`src/rtl/sdrc_wb_traffic_gen.sv`:
```
// Wishbone burst traffic generator/checker for the SDRAM controller port:
// writes a data pattern in bursts, reads it back and reports mismatches.
module sdrc_wb_traffic_gen #(
  parameter int          AW      = 26,
  parameter int          DW      = 32,
  parameter int          MAX_BL  = 8,
  parameter int          NB_W    = 16,
  parameter logic [31:0] SEED    = 32'hACE1_0001,
  parameter int          TIMEOUT = 1024
) (
  input  logic              sys_clk,
  input  logic              resetn,
  input  logic              start,
  input  logic              abort,
  input  logic [AW-1:0]     cfg_base_addr,
  input  logic [NB_W-1:0]   cfg_num_bursts,
  input  logic [4:0]        cfg_burst_len,
  input  logic [1:0]        cfg_mode,
  output logic              busy,
  output logic              done,
  output logic              pass,
  output logic              timeout,
  output logic [15:0]       err_cnt,
  output logic [AW-1:0]     first_err_addr,
  output logic              wb_cyc_o,
  output logic              wb_stb_o,
  output logic              wb_we_o,
  output logic [AW-1:0]     wb_addr_o,
  output logic [DW/8-1:0]   wb_sel_o,
  output logic [DW-1:0]     wb_dat_o,
  output logic [2:0]        wb_cti_o,
  input  logic [DW-1:0]     wb_dat_i,
  input  logic              wb_ack_i
);

  localparam int            SW         = DW / 8;
  localparam int            TW         = $clog2(TIMEOUT + 1);
  localparam logic [AW-1:0] STEP       = AW'(SW);
  localparam logic [31:0]   LFSR_TAPS  = 32'h8020_0003;
  localparam logic [DW-1:0] WALK0      = DW'(1);

  typedef enum logic [2:0] {IDLE, WR_BEAT, WR_GAP, RD_BEAT, RD_GAP, FIN} state_t;

  function automatic logic [31:0] lfsr_step(input logic [31:0] s);
    return s[0] ? ((s >> 1) ^ LFSR_TAPS) : (s >> 1);
  endfunction

  function automatic logic [DW-1:0] pattern(input logic [1:0]    mode,
                                            input logic [AW-1:0] a,
                                            input logic [31:0]   lf,
                                            input logic [DW-1:0] walk);
    logic [DW+AW-1:0] ext;
    logic [DW-1:0]    av;
    ext = {{DW{1'b0}}, a};
    av  = ext[DW-1:0];
    case (mode)
      2'd0:    return av;
      2'd1:    return lf[DW-1:0];
      2'd2:    return walk;
      default: return ~av;
    endcase
  endfunction

  function automatic logic [4:0] clamp_bl(input logic [4:0] bl);
    if (bl == 5'd0)         return 5'd1;
    if (bl > 5'(MAX_BL))    return 5'(MAX_BL);
    return bl;
  endfunction

  state_t            state_q, state_d;
  logic              busy_q, busy_d, done_q, done_d, pass_q, pass_d;
  logic              timeout_q, timeout_d, aborted_q, aborted_d;
  logic [15:0]       err_cnt_q, err_cnt_d;
  logic [AW-1:0]     first_err_addr_q, first_err_addr_d;
  logic              cyc_q, cyc_d, stb_q, stb_d, we_q, we_d;
  logic [AW-1:0]     addr_q, addr_d;
  logic [SW-1:0]     sel_q, sel_d;
  logic [DW-1:0]     dat_q, dat_d;
  logic [2:0]        cti_q, cti_d;
  logic [AW-1:0]     base_q, base_d;
  logic [NB_W-1:0]   nb_q, nb_d, burst_q, burst_d;
  logic [4:0]        bl_q, bl_d, beat_q, beat_d;
  logic [1:0]        mode_q, mode_d;
  logic [31:0]       lfsr_q, lfsr_d;
  logic [DW-1:0]     walk_q, walk_d;
  logic [TW-1:0]     tmo_q, tmo_d;

  logic ack, last_beat, last_burst, in_beat, present;

  always_comb begin
    state_d          = state_q;
    busy_d           = busy_q;
    done_d           = done_q;
    pass_d           = pass_q;
    timeout_d        = timeout_q;
    aborted_d        = aborted_q;
    err_cnt_d        = err_cnt_q;
    first_err_addr_d = first_err_addr_q;
    addr_d           = addr_q;
    base_d           = base_q;
    nb_d             = nb_q;
    bl_d             = bl_q;
    mode_d           = mode_q;
    burst_d          = burst_q;
    beat_d           = beat_q;
    lfsr_d           = lfsr_q;
    walk_d           = walk_q;

    ack        = wb_ack_i & stb_q;
    last_beat  = (beat_q == bl_q - 5'd1);
    last_burst = (burst_q == nb_q - NB_W'(1));
    in_beat    = (state_q == WR_BEAT) || (state_q == RD_BEAT);

    case (state_q)
      IDLE, FIN: begin
        // FIN is entered with busy still set; the verdict lands one cycle later
        if (busy_q) begin
          busy_d = 1'b0;
          done_d = 1'b1;
          pass_d = (err_cnt_q == 16'd0) && !timeout_q && !aborted_q;
        end else if (start) begin
          base_d           = cfg_base_addr;
          nb_d             = cfg_num_bursts;
          bl_d             = clamp_bl(cfg_burst_len);
          mode_d           = cfg_mode;
          busy_d           = 1'b1;
          done_d           = 1'b0;
          pass_d           = 1'b0;
          timeout_d        = 1'b0;
          aborted_d        = 1'b0;
          err_cnt_d        = 16'd0;
          first_err_addr_d = '0;
          addr_d           = cfg_base_addr;
          lfsr_d           = SEED;
          walk_d           = WALK0;
          beat_d           = 5'd0;
          burst_d          = '0;
          state_d          = (cfg_num_bursts == '0) ? FIN : WR_BEAT;
        end
      end
      WR_BEAT, RD_BEAT: begin
        if (ack) begin
          if (state_q == RD_BEAT && wb_dat_i != pattern(mode_q, addr_q, lfsr_q, walk_q)) begin
            if (err_cnt_q != 16'hFFFF) err_cnt_d = err_cnt_q + 16'd1;
            if (err_cnt_q == 16'd0)    first_err_addr_d = addr_q;
          end
          addr_d = addr_q + STEP;
          lfsr_d = lfsr_step(lfsr_q);
          walk_d = {walk_q[DW-2:0], walk_q[DW-1]};
          beat_d = last_beat ? 5'd0 : beat_q + 5'd1;
          if (last_beat) begin
            if (state_q == WR_BEAT) state_d = WR_GAP;
            else                    state_d = last_burst ? FIN : RD_GAP;
          end
        end else if (tmo_q == TW'(TIMEOUT - 1)) begin
          timeout_d = 1'b1;
          state_d   = FIN;
        end
        if (abort) begin
          aborted_d = 1'b1;
          state_d   = FIN;
        end
      end
      WR_GAP: begin
        if (abort) begin
          aborted_d = 1'b1;
          state_d   = FIN;
        end else if (last_burst) begin
          burst_d = '0;
          addr_d  = base_q;
          lfsr_d  = SEED;
          walk_d  = WALK0;
          state_d = RD_BEAT;
        end else begin
          burst_d = burst_q + NB_W'(1);
          state_d = WR_BEAT;
        end
      end
      RD_GAP: begin
        if (abort) begin
          aborted_d = 1'b1;
          state_d   = FIN;
        end else begin
          burst_d = burst_q + NB_W'(1);
          state_d = RD_BEAT;
        end
      end
      default: state_d = IDLE;
    endcase

    // Bus outputs are registered: derive them from where the FSM is heading
    present = (state_d == WR_BEAT) || (state_d == RD_BEAT);
    cyc_d   = present;
    stb_d   = present;
    we_d    = (state_d == WR_BEAT);
    sel_d   = present ? {SW{1'b1}} : {SW{1'b0}};
    dat_d   = (state_d == WR_BEAT) ? pattern(mode_d, addr_d, lfsr_d, walk_d) : '0;
    if (!present || bl_d == 5'd1)    cti_d = 3'b000;
    else if (beat_d == bl_d - 5'd1)  cti_d = 3'b111;
    else                             cti_d = 3'b010;
    tmo_d = (present && in_beat && !ack) ? tmo_q + TW'(1) : '0;
  end

  always_ff @(posedge sys_clk or negedge resetn) begin
    if (!resetn) begin
      state_q          <= IDLE;
      busy_q           <= 1'b0;
      done_q           <= 1'b0;
      pass_q           <= 1'b0;
      timeout_q        <= 1'b0;
      aborted_q        <= 1'b0;
      err_cnt_q        <= 16'd0;
      first_err_addr_q <= '0;
      cyc_q            <= 1'b0;
      stb_q            <= 1'b0;
      we_q             <= 1'b0;
      addr_q           <= '0;
      sel_q            <= '0;
      dat_q            <= '0;
      cti_q            <= 3'b000;
      base_q           <= '0;
      nb_q             <= '0;
      bl_q             <= 5'd0;
      mode_q           <= 2'd0;
      burst_q          <= '0;
      beat_q           <= 5'd0;
      lfsr_q           <= 32'd0;
      walk_q           <= '0;
      tmo_q            <= '0;
    end else begin
      state_q          <= state_d;
      busy_q           <= busy_d;
      done_q           <= done_d;
      pass_q           <= pass_d;
      timeout_q        <= timeout_d;
      aborted_q        <= aborted_d;
      err_cnt_q        <= err_cnt_d;
      first_err_addr_q <= first_err_addr_d;
      cyc_q            <= cyc_d;
      stb_q            <= stb_d;
      we_q             <= we_d;
      addr_q           <= addr_d;
      sel_q            <= sel_d;
      dat_q            <= dat_d;
      cti_q            <= cti_d;
      base_q           <= base_d;
      nb_q             <= nb_d;
      bl_q             <= bl_d;
      mode_q           <= mode_d;
      burst_q          <= burst_d;
      beat_q           <= beat_d;
      lfsr_q           <= lfsr_d;
      walk_q           <= walk_d;
      tmo_q            <= tmo_d;
    end
  end

  assign busy           = busy_q;
  assign done           = done_q;
  assign pass           = pass_q;
  assign timeout        = timeout_q;
  assign err_cnt        = err_cnt_q;
  assign first_err_addr = first_err_addr_q;
  assign wb_cyc_o       = cyc_q;
  assign wb_stb_o       = stb_q;
  assign wb_we_o        = we_q;
  assign wb_addr_o      = addr_q;
  assign wb_sel_o       = sel_q;
  assign wb_dat_o       = dat_q;
  assign wb_cti_o       = cti_q;

endmodule
```
`config.mk`:
```
export PLATFORM = sky130hd
export DESIGN_NAME = sdrc_wb_traffic_gen
export DESIGN_NICKNAME = d
export VERILOG_FILES = /design/src/rtl/sdrc_wb_traffic_gen.sv
export SDC_FILE = /design/constraint.sdc
export NUM_CORES = 1
export LEC_CHECK = 0
export BUFFER_PORTS_ARGS = -buffer_cell sky130_fd_sc_hd__buf_4
export CELL_PAD_IN_SITES_DETAIL_PLACEMENT = 1
export CELL_PAD_IN_SITES_GLOBAL_PLACEMENT = 1
export CORE_MARGIN = 1.5
export CORE_UTILIZATION = 30
export CTS_BUF_LIST = sky130_fd_sc_hd__clkbuf_2 sky130_fd_sc_hd__clkbuf_4 sky130_fd_sc_hd__clkbuf_8
export DETAILED_ROUTE_END_ITERATION = 16
export PLACE_DENSITY = 0.64
export SLEW_MARGIN = 20
export SYNTH_ARGS = -nofsm -noshare
export SYNTH_HDL_FRONTEND = slang
export SYNTH_SLANG_ARGS = --single-unit
```
`constraint.sdc`:
```
create_clock -name sys_clk -period 10.05 [get_ports sys_clk]
set_clock_uncertainty 0.2 [all_clocks]
set_input_delay 1.5075 -clock sys_clk [delete_from_list [all_inputs] [get_ports sys_clk]]
set_output_delay 1.5075 -clock sys_clk [all_outputs]
set_load 0.02 [all_outputs]
```
==> metrics.csv <==
stage,metric,value,unit
floorplanning,Die Span Y,232,um
synth,sequential fraction of the synthesis area,0.407,
global_route,first-pass GRT wire length,99200,um
setup_path,Critical Path Max Stage Delay,780,ps
final_layout,FILL cells,6037,
clock_tree,Root Buffer,clkbuf_8,
setup_path,worst r2r path cells,11,
global_route,initial antenna violation count,3,
clock_tree,CTS tree,built,
synth,Avg Synthesized Cell Area,8.64,um^2
routing,top routing layer in use,met4,
timing,Tmin final,5000,ps
power,Power per Cell Area,320,nW/um^2
setup_path,buffers plus inverters on the worst setup path,3,
setup_path,CP startpoint,state_q[0],
place,GP Congestion,0.850,
timing,sum of negative setup slack,0,ps
setup_path,Setup CP Type,reg2reg,
setup_path,family with the most delay on the worst path,simple AND/OR/NAND/NOR gates,
timing,RSZ-0062 raised after global routing,no,
clock_tree,"Clk Latency, worst-skew pair",640,ps
routing,initial DRC count,1168,
timing,relative slew slack,0.270,
final_layout,Nets,2051,
routing,via count,15500,
final_layout,share of post-route cells with drive strength above 1,0.199,
setup_path,reg2reg start,state_q[0],
setup_path,startpoint type of the worst setup path,flip-flop,
clock_tree,clock transition at the registers of the reported paths,60,ps
synth,synthesized cell area,15800,um^2
synth,Post-synth ARST share,1.00,
setup_path,Required @ worst endpoint,10370,ps
setup_path,slowest cell on the critical path,nand2_1,
global_route,GRT Total Usage,0.242,
flow_run,Max-Cap Viols,0,
timing,Final Slew Violations,0,
final_layout,final core occ,0.364,
global_route,vias in the first global route,15500,
power,"IR drop worst, VDD",0.145,mV
timing,period utilization,0.498,
clock_tree,cts repair resizes,0,
setup_path,CP Depth,11,
setup_path,crit path cell chain,clkinv_1 -> nor2_2 -> buf_4 -> nand4_1 -> or4_1 -> nor4_1 -> nand4_1 -> nand2_1 -> nor2_1 -> buf_4 -> mux2_2,
synth,Cell variety after synth,92,
status,status,completed,
place,DP HPWL,46500,um
setup_path,r2r endpoint,first_err_addr[10],
hold_path,Min-Delay Path Class,reg2reg,
synth,top_reg_cell synth,dfrtp_1,
setup_path,CP Capture Type,flip-flop,
synth,YS warnings,0,
routing,metal2 WL,30000,um
floorplanning,die width,232,um
synth,Post-synth EDFFs,0,
routing,wire length per cell,24.6,um
routing,DRT Pass-1 Iters,7,
place,# port buffers,199,
floorplanning,Die Area,54000,um^2
clock_tree,total setup buffers inserted after CTS,0,
setup_path,Crit Path Max Fanout,29,
routing,ANT nets after route,0,
floorplanning,I/O Pins,200,
synth,Seq cells post-synth,257,
routing,Met3 Wirelength,3280,um
global_route,"Remaining Overflow, GRT",0,
clock_tree,H-tree depth,2,
final_layout,synthesis-to-layout area growth,19.1,%
clock_tree,worst-case clock buffer depth,3,
synth,Mapped Cells,1827,
clock_tree,cts bufs inserted,48,
routing,met1 WL,30000,um
routing,Vias/cell,5.79,
timing,final hold viol count,0,
floorplanning,CORE AREA,51700,um^2
clock_tree,Clock Sink Count,257,
routing,# DRC,0,
setup_path,R2R setup slack,5050,ps
hold_path,HP Start,base_q[8],
global_route,pin count of the biggest net entering global routing,153,
floorplanning,FP Rows,83,
timing,Worst Tran Pin Value,1090,ps
timing,max frequency,200,MHz
setup_path,Worst setup endpoint,first_err_addr[10],
clock_tree,hold buffers post-CTS,0,
power,Leakage,8.16,nW
synth,syn nets,1923,
setup_path,Crit path arrival time,5320,ps
timing,endpoints failing setup,0,
routing,final wirelength,65600,um
floorplanning,Initial Util,0.305,
[power breakdown]
group,switching [mW],internal (mW),total (mW)
combinational,2.13,1.09,3.22
sequential,0.384,1.29,1.68
clock,0.500,0.628,1.13
[worst register-to-register path, cell delays in order (launching register included)]
cell	delay [ps]
dfrtp_1	730
clkinv_1	450
nor2_2	390
buf_4	440
nand4_1	140
or4_1	540
nor4_1	220
nand4_1	300
nand2_1	780
nor2_1	130
buf_4	260
mux2_2	300
[logic make-up after synthesis]
kind of cell	synth area share
AO/OA/AOI/OAI	0.241
XOR/XNOR	0.0397
adder cells (fa/ha/maj)	0.00856
buffers and inverters	0.0564
flip-flops	0.407
multiplexers	0.0206
AND/OR/NAND/NOR	0.227
[layer usage]
metal  global-route usage  vias up
li1                     -     6958
met1                0.335     7944
met2                0.379      445
met3               0.0321      110
met4               0.0990        0
met5                    0        -
[cell usage after synthesis (all sizes together) (22+ instances only)]
cell | number | share of area
dfrtp | 257 | 0.41
nand2 | 247 | 0.059
o21ai | 119 | 0.038
nor2 | 115 | 0.027
a21oi | 110 | 0.035
clkbuf | 110 | 0.026
inv | 67 | 0.016
nand3 | 56 | 0.019
or3 | 55 | 0.022
nand4 | 47 | 0.019
a22o | 41 | 0.023
xnor2 | 40 | 0.022
a211oi | 39 | 0.021
buf | 37 | 0.014
nor2b | 35 | 0.014
o211ai | 31 | 0.015
xor2 | 29 | 0.016
mux2i | 28 | 0.018
nor4 | 28 | 0.013
nor3 | 22 | 0.0084
[metrics by stage]
| stage | setup WS [ps] | total power, mW | area, um^2 | hold WS [ps] | std cells |
|---|---|---|---|---|---|
| after floorplan | 6010 | 3.72 | 15800 | 238 | 1827 |
| after global placement | 4850 | 4.78 | 17800 | 255 | 2585 |
| after detailed placement | 4640 | 4.87 | 17800 | 258 | 2585 |
| after CTS | 5080 | 6.03 | 18800 | 273 | 2670 |
| after global routing | 4760 | 6.41 | 18800 | 302 | 2671 |
| final | 5050 | 6.02 | 18800 | 274 | 2671 |
[layout by cell type (no fill, tap or decap), types with 10 or more instances in the layout]
master       n
a21oi_1    109
dfrtp_1    255
o31ai_1     12
or4_1       16
a211oi_1    34
clkbuf_4    12
ha_1        10
and3_1      16
xnor2_1     40
a31o_2      12
or3_1       55
o22ai_1     19
o41ai_1     15
nor2b_1     35
o2111ai_1   14
mux2i_1     26
nor3_1      19
o211ai_1    31
a31oi_1     18
clkbuf_8    63
a22o_1      41
nand3_1     53
buf_4      223
nor4_1      25
o21ai_0    116
o311ai_0    12
nand2b_1    20
or2_2       14
nor2_1     110
and4_1      11
nand2_1    244
inv_1       67
xor2_1      29
nand4_1     47
and2_1      10
[registers in the layout (all words and copies together), names as in the netlist, 2 cells and up]
signal and cells:
mode_q 2, nb_q 16, first_err_addr 26, wb_addr_o 26
burst_q 16, bl_q 5, tmo_q 11, lfsr_q 32
state_q 3, wb_cti_o 2, base_q 26, err_cnt 16
beat_q 5, walk_q 32, wb_dat_o 32
[worst min path at each step]
stage | to | slack [ps] | cells past startpoint
2_1_floorplan | base_q[9] | 240 | 2
3_3_place_gp | base_q[10] | 260 | 2
3_5_place_dp | base_q[8] | 260 | 2
4_1_cts | base_q[8] | 270 | 2
5_1_grt | base_q[15] | 300 | 2
6_report | base_q[8] | 270 | 2
[cell type report]
class | instances | area, um^2 | share of cell area
diodes | 1 | 2.50 | 0.000133
multi-input cells | 1354 | 8510 | 0.453
clock inverters | 10 | 80.1 | 0.00426
clock buffers | 75 | 957 | 0.0509
inverters | 69 | 259 | 0.0138
well taps | 680 | 851 | 0.0453
repair buffers | 225 | 1710 | 0.0909
flip-flops and latches | 257 | 6430 | 0.342
(Power assumes the default switching activity.)
